**config.mk**
```make
export PLATFORM = sky130hd
export DESIGN_NAME = l2_mem_burst_adaptor_flat
export DESIGN_NICKNAME = d
export VERILOG_FILES = /design/src/rtl/l2_mem_burst_adaptor_if.sv /design/src/rtl/l2_mem_burst_adaptor.sv /design/src/flat_wrapper.sv
export SDC_FILE = /design/constraint.sdc
export NUM_CORES = 1
export LEC_CHECK = 0
export ABC_AREA = 1
export BUFFER_PORTS_ARGS = -buffer_cell sky130_fd_sc_hd__buf_2
export CORE_AREA = 2 2 275 277
export DETAILED_ROUTE_END_ITERATION = 12
export DIE_AREA = 0 0 277 279
export PLACE_DENSITY = 0.6
export SYNTH_ARGS = -nofsm -noshare
export SYNTH_HDL_FRONTEND = slang
export SYNTH_SLANG_ARGS = --single-unit
export TNS_END_PERCENT = 50
```
**constraint.sdc**
```tcl
create_clock -name clk -period 4.8 [get_ports clk]
set_clock_uncertainty 0.15 [all_clocks]
set_input_delay 0.48 -clock clk [delete_from_list [all_inputs] [get_ports clk]]
set_output_delay 0.48 -clock clk [all_outputs]
set_load 0.03 [all_outputs]
```
**src/rtl/l2_mem_burst_adaptor_if.sv**
```systemverilog
// ---------------------------------------------------------------------------
// l2_mem_burst_adaptor_if
// Purpose : bundles the L2 cacheline request/response signals and the
//           64-bit memory burst bus that l2_mem_burst_adaptor bridges.
// Signals : line_addr_i/line_i/line_read_i/line_write_i  L2 -> adaptor
//           line_o/line_resp_o                            adaptor -> L2
//           mem_addr_o/mem_read_o/mem_write_o/mem_wdata_o adaptor -> memory
//           mem_rdata_i/mem_resp_i                        memory -> adaptor
// Modports: slave  - the adaptor side (consumes L2 requests, drives memory)
//           master - the environment side (L2 plus memory model)
// ---------------------------------------------------------------------------
interface l2_mem_burst_adaptor_if #(
  parameter int s_line = 256,
  parameter int s_beat = 64
);
  logic [31:0]       line_addr_i;
  logic [s_line-1:0] line_i;
  logic              line_read_i;
  logic              line_write_i;
  logic [s_line-1:0] line_o;
  logic              line_resp_o;
  logic [31:0]       mem_addr_o;
  logic              mem_read_o;
  logic              mem_write_o;
  logic [s_beat-1:0] mem_wdata_o;
  logic [s_beat-1:0] mem_rdata_i;
  logic              mem_resp_i;

  modport slave (
    input  line_addr_i, line_i, line_read_i, line_write_i,
    input  mem_rdata_i, mem_resp_i,
    output line_o, line_resp_o,
    output mem_addr_o, mem_read_o, mem_write_o, mem_wdata_o
  );

  modport master (
    output line_addr_i, line_i, line_read_i, line_write_i,
    output mem_rdata_i, mem_resp_i,
    input  line_o, line_resp_o,
    input  mem_addr_o, mem_read_o, mem_write_o, mem_wdata_o
  );
endinterface

```
**src/rtl/l2_mem_burst_adaptor.sv**
```systemverilog
// ---------------------------------------------------------------------------
// l2_mem_burst_adaptor
// Purpose : memory-side end of the L2 line interface. A 256-bit fill or
//           writeback request is turned into a 4-beat 64-bit burst; a
//           single-cycle line_resp_o pulse signals completion.
// Ports   : clk  - clock
//           rst  - synchronous, active-high reset
//           bus  - l2_mem_burst_adaptor_if.slave (L2 line side + memory bus)
// All outputs are registered; the output process computes the value each
// output takes after the next edge, based on the next state.
// ---------------------------------------------------------------------------
module l2_mem_burst_adaptor #(
  parameter int s_line    = 256,
  parameter int s_beat    = 64,
  parameter int num_beats = 4
) (
  input  logic                   clk,
  input  logic                   rst,
  l2_mem_burst_adaptor_if.slave  bus
);

  typedef enum logic [1:0] {
    IDLE  = 2'd0,
    READ  = 2'd1,
    WRITE = 2'd2,
    DONE  = 2'd3
  } state_t;

  localparam logic [1:0] last_beat = 2'(num_beats - 1);

  state_t            state_r;
  state_t            state_n;
  logic [1:0]        count_r;
  logic [1:0]        count_d;
  logic [s_line-1:0] wline_r;
  logic [s_line-1:0] wline_d;
  logic [s_line-1:0] line_d;
  logic [31:0]       addr_d;
  logic [s_beat-1:0] wdata_d;
  logic              read_d;
  logic              write_d;
  logic              resp_d;
  logic              last_ack_s;

  // A beat acknowledge that completes the final beat of the burst.
  assign last_ack_s = bus.mem_resp_i && (count_r == last_beat);

  // State register.
  always_ff @(posedge clk) begin
    if (rst) begin
      state_r <= IDLE;
    end else begin
      state_r <= state_n;
    end
  end

  // Next-state logic; a writeback takes priority over a simultaneous fill.
  always_comb begin
    state_n = state_r;
    case (state_r)
      IDLE: begin
        if (bus.line_write_i) begin
          state_n = WRITE;
        end else if (bus.line_read_i) begin
          state_n = READ;
        end else begin
          state_n = IDLE;
        end
      end
      READ: begin
        if (last_ack_s) begin
          state_n = DONE;
        end else begin
          state_n = READ;
        end
      end
      WRITE: begin
        if (last_ack_s) begin
          state_n = DONE;
        end else begin
          state_n = WRITE;
        end
      end
      DONE:    state_n = IDLE;
      default: state_n = IDLE;
    endcase
  end

  // Output/datapath next values, registered below.
  always_comb begin
    count_d = count_r;
    addr_d  = bus.mem_addr_o;
    wline_d = wline_r;
    line_d  = bus.line_o;
    read_d  = (state_n == READ);
    write_d = (state_n == WRITE);
    resp_d  = (state_n == DONE);
    case (state_r)
      IDLE: begin
        if (state_n != IDLE) begin
          count_d = 2'd0;
          // Offset bits are masked to zero so the burst is line aligned.
          addr_d  = {bus.line_addr_i[31:5], bus.line_addr_i[4:0] & 5'b00000};
          if (state_n == WRITE) begin
            wline_d = bus.line_i;
          end else begin
            wline_d = wline_r;
          end
        end else begin
          count_d = count_r;
        end
      end
      READ: begin
        if (bus.mem_resp_i) begin
          // Beats overwrite the previous fill in place.
          line_d[s_beat*count_r +: s_beat] = bus.mem_rdata_i;
          count_d = count_r + 2'd1;
        end else begin
          count_d = count_r;
        end
      end
      WRITE: begin
        if (bus.mem_resp_i) begin
          count_d = count_r + 2'd1;
        end else begin
          count_d = count_r;
        end
      end
      DONE:    count_d = count_r;
      default: count_d = 2'd0;
    endcase
    // The write beat on the bus always tracks the count it will hold next.
    if (state_n == WRITE) begin
      wdata_d = wline_d[s_beat*count_d +: s_beat];
    end else begin
      wdata_d = {s_beat{1'b0}};
    end
  end

  // Registered outputs and latched request data.
  always_ff @(posedge clk) begin
    if (rst) begin
      count_r         <= 2'd0;
      wline_r         <= {s_line{1'b0}};
      bus.line_o      <= {s_line{1'b0}};
      bus.line_resp_o <= 1'b0;
      bus.mem_addr_o  <= 32'd0;
      bus.mem_read_o  <= 1'b0;
      bus.mem_write_o <= 1'b0;
      bus.mem_wdata_o <= {s_beat{1'b0}};
    end else begin
      count_r         <= count_d;
      wline_r         <= wline_d;
      bus.line_o      <= line_d;
      bus.line_resp_o <= resp_d;
      bus.mem_addr_o  <= addr_d;
      bus.mem_read_o  <= read_d;
      bus.mem_write_o <= write_d;
      bus.mem_wdata_o <= wdata_d;
    end
  end

endmodule

```
**src/flat_wrapper.sv**
```systemverilog
// flat-port wrapper written by rule: the top's interface ports become plain ports
module l2_mem_burst_adaptor_flat 
#(
  parameter int s_line    = 256,
  parameter int s_beat    = 64,
  parameter int num_beats = 4
)
  (clk, rst, bus_line_addr_i, bus_line_i, bus_line_read_i, bus_line_write_i, bus_mem_rdata_i, bus_mem_resp_i, bus_line_o, bus_line_resp_o, bus_mem_addr_o, bus_mem_read_o, bus_mem_write_o, bus_mem_wdata_o);
  l2_mem_burst_adaptor_if #(.s_line(s_line), .s_beat(s_beat)) bus_i ();
  input  logic clk;
  input  logic rst;
  input wire logic [$bits(bus_i.line_addr_i)-1:0] bus_line_addr_i;
  input wire logic [$bits(bus_i.line_i)-1:0] bus_line_i;
  input wire logic [$bits(bus_i.line_read_i)-1:0] bus_line_read_i;
  input wire logic [$bits(bus_i.line_write_i)-1:0] bus_line_write_i;
  input wire logic [$bits(bus_i.mem_rdata_i)-1:0] bus_mem_rdata_i;
  input wire logic [$bits(bus_i.mem_resp_i)-1:0] bus_mem_resp_i;
  output wire logic [$bits(bus_i.line_o)-1:0] bus_line_o;
  output wire logic [$bits(bus_i.line_resp_o)-1:0] bus_line_resp_o;
  output wire logic [$bits(bus_i.mem_addr_o)-1:0] bus_mem_addr_o;
  output wire logic [$bits(bus_i.mem_read_o)-1:0] bus_mem_read_o;
  output wire logic [$bits(bus_i.mem_write_o)-1:0] bus_mem_write_o;
  output wire logic [$bits(bus_i.mem_wdata_o)-1:0] bus_mem_wdata_o;
  assign bus_i.line_addr_i = bus_line_addr_i;
  assign bus_i.line_i = bus_line_i;
  assign bus_i.line_read_i = bus_line_read_i;
  assign bus_i.line_write_i = bus_line_write_i;
  assign bus_i.mem_rdata_i = bus_mem_rdata_i;
  assign bus_i.mem_resp_i = bus_mem_resp_i;
  assign bus_line_o = bus_i.line_o;
  assign bus_line_resp_o = bus_i.line_resp_o;
  assign bus_mem_addr_o = bus_i.mem_addr_o;
  assign bus_mem_read_o = bus_i.mem_read_o;
  assign bus_mem_write_o = bus_i.mem_write_o;
  assign bus_mem_wdata_o = bus_i.mem_wdata_o;
  l2_mem_burst_adaptor #(.s_line(s_line), .s_beat(s_beat), .num_beats(num_beats)) u_core (.clk(clk), .rst(rst), .bus(bus_i));
endmodule
```
==> results.tsv <==
metric	value	unit
GRT Util Overall	25.0	%
data required time at the worst endpoint	5.13	ns
max-cap check violation count	0	
Post-CTS Setup Bufs	0	
routed length per instance	19.5	um
Distinct cells, synth	28	
Area Growth Syn to Fin	24.1	%
DRC viols	0	
Seq/Total Area, Yosys	45.6	%
critical path arrival	4.04	ns
VDD IR max	257	uV
Detail Placement HPWL	67200	um
Relative slew margins	19.4	%
WP buf/inv	2	
Tcrit/Tclk final	77.4	%
Die Span X	277	um
total number of yosys warnings	0	
Overflow after GRT	0	
remaining antenna violation count	0	
initial antenna violation count	32	
fin. max-slew vios	0	
PnR worst setup slack	1.08	ns
Post-Syn Area	26800	sq um
slowest CP cell	ha_1	
Leak Pwr	15.6	nW
worst slack at placement	1.07	ns
vias in the first global route	24302	
routability cong.	0.918	
CP max stage delay	0.72	ns
# fillers	7622	
total wire length	101000	um
critical-path maximum fanout	115	
CTS max path bufs	3	
# clock sinks	610	
post-synth top area share	45.6	%
Root Buffer	clkbuf_16	
Worst Setup End Kind	flop	
Finished Cell Area	33200	sq um
final hold vios	0	
TritonRoute pass-1 iters	7	
crit-path cells	ha_1 > nand3_4 > nand2_2 > nand3_4 > inv_8 > buf_4 > nand3_1 > nand2_1 > nand2_1 > nand3_1 > a21oi_1	
num rows	100	
post-route insts no fill	5207	
Die Height	279	um
hold crit path type	in2reg	
Final Setup Violations	0	
Seq cells post-synth	610	
I/O pin count	712	
status	finished clean	
Tot Pwr	13.9	mW
Max Clk Rate	269	MHz
Num CTS Buffers	70	
Worst-Margin Slew	1.21	ns
Clk Latency, worst-skew pair	0.61	ns
WS Path Type	reg2reg	
CTS tree	built	
final net count	4549	
clock transition at the registers of the reported paths	0.06	ns
area of the core	74100	sq um
Mapped Cells	3640	
RSZ-0062 raised after global routing	false	
first-pass GRT wire length	151000	um
Yosys top cell by area	dfxtp_1	
setup TNS	0	ns
Avg Inst Size Synth	7.35	sq um
CP delay by family, top	simple AND/OR/NAND/NOR gates	
synth top area cells	dfxtp_1 46%, nand2_1 12%, o21bai_1 7.2%, nand3_1 6.1%, inv_1 5.0%	
PwrDens	417	nW/um^2
Cells after DPL	5052	
DP Area	30700	sq um
DR vias/cell	5.12	
largest net degree at the start of global routing	204	
DR iter-0 viols	2239	
share of layout cells above drive strength 1	21.1	%
I/O Buffers	701	
Startpoint Class	flop	
initial core utilization	36.1	%
H-tree depth	3	
min cycle time layout	3.72	ns
DR vias	26652	
DIE AREA	77300	sq um
-- sequential cells by signal, indices dropped and copies added, names as in the netlist --
name                    flops
u_core.wline_r            256
u_core.bus.line_resp_o      1
u_core.bus.mem_read_o       1
u_core.count_r              2
u_core.bus.mem_write_o      1
u_core.state_r              2
u_core.bus.mem_addr_o      27
u_core.bus.mem_wdata_o     64
u_core.bus.line_o         256
-- where the power goes --
group          internal, mW  total (mW)  switching, mW
sequential             5.52        5.63          0.114
clock                  3.07        5.31           2.24
combinational          1.00        2.92           1.92
-- path summary, 6_finish.rpt --
kind              depth (start not counted)                         to  slack [ns]             startpoint
setup / recovery                         11  u_core.bus.mem_wdata_o[1]        1.08      u_core.count_r[1]
hold / removal                            4        u_core.wline_r[222]        0.05        bus_line_i[222]
setup reg to reg                         11  u_core.bus.mem_wdata_o[1]        1.08      u_core.count_r[1]
hold reg to reg                           2      u_core.bus.line_o[21]        0.30  u_core.bus.line_o[21]
-- metrics by stage --
step,utilization [%],hold slack [ns]
after floorplan,-,0.375
after global placement,41.4,0.288
after detailed placement,41.4,0.288
after CTS,44.8,0.0101
after global routing,44.8,0.0519
final,44.8,0.0471
-- synthesized netlist by cell type, drive strengths merged --
cell / instances
nand2: 856
dfxtp: 610
inv: 360
nand3: 327
nor2: 317
a21oi: 258
o21bai: 257
buf: 172
clkbuf: 149
a211oi: 90
a31oi: 90
nand3b: 64
or4: 46
nand4: 28
ha: 10
o21ai: 3
a21boi: 1
clkinv: 1
conb: 1
-- cells by family (layout without fill, tap and decap cells) --
kind of cell | Yosys count | after routing | share of synthesized area (%)
simple gates | 1638 | 1638 | 26.5
compound gates | 699 | 699 | 16.8
buf+inv | 682 | 1268 | 10.5
flops | 610 | 610 | 45.6
fa+ha+maj | 10 | 10 | 0.468
other cells | 1 | 13 | 0.0140
-- final cells by class --
type                    count  area [sq um]  area share [%]
diodes                      8          20.0          0.0603
clock buffers             102          2030            6.12
clock inverters            18           203           0.610
inverters                 361          1360            4.10
multi-input cells        2352         11800            35.6
flip-flops and latches    610         12200            36.8
well taps                 969          1210            3.65
repair buffers            787          4360            13.1
-- repair_timing --
action                    CTS  global route
hold buffers               27             0
gates resized for setup     0             0
hold endpoints to repair   27             0
-- layout by cell type, fill, tap and decap left out, types with 4 or more instances in the layout --
cell and count:
a211oi_1 90, a21oi_1 258, a31oi_1 90, buf_12 10
buf_2 700, buf_4 49, clkbuf_1 17, clkbuf_16 71
clkbuf_8 14, clkinv_2 8, conb_1 5, dfxtp_1 609
diode_2 8, dlygate4sd3_1 27, ha_1 10, inv_1 353
inv_2 6, nand2_1 845, nand2_2 6, nand2_4 4
nand3_1 324, nand3b_1 64, nand4_1 28, nor2_1 311
nor2_4 5, o21bai_1 257, or4_1 46
-- metal layers --
layer,routed length [um],GRT usage (%),share of wire (%),up-vias
li1,-,-,-,12916
met1,43000,33.1,42,12409
met2,45800,39.1,45,1056
met3,8270,5.81,8.2,237
met4,4130,10.8,4.1,34
met5,205,0,0.20,-
-- worst reg2reg max path: cells and delay by family (launching register included) --
kind,cells,cell delay (ns)
buffers and inverters,2,1.20
flip-flops,1,0.40
adder cells (fa/ha/maj),1,0.73
AND/OR/NAND/NOR,7,1.06
AO/OA/AOI/OAI,1,0.07
(Power assumes the default switching activity.)
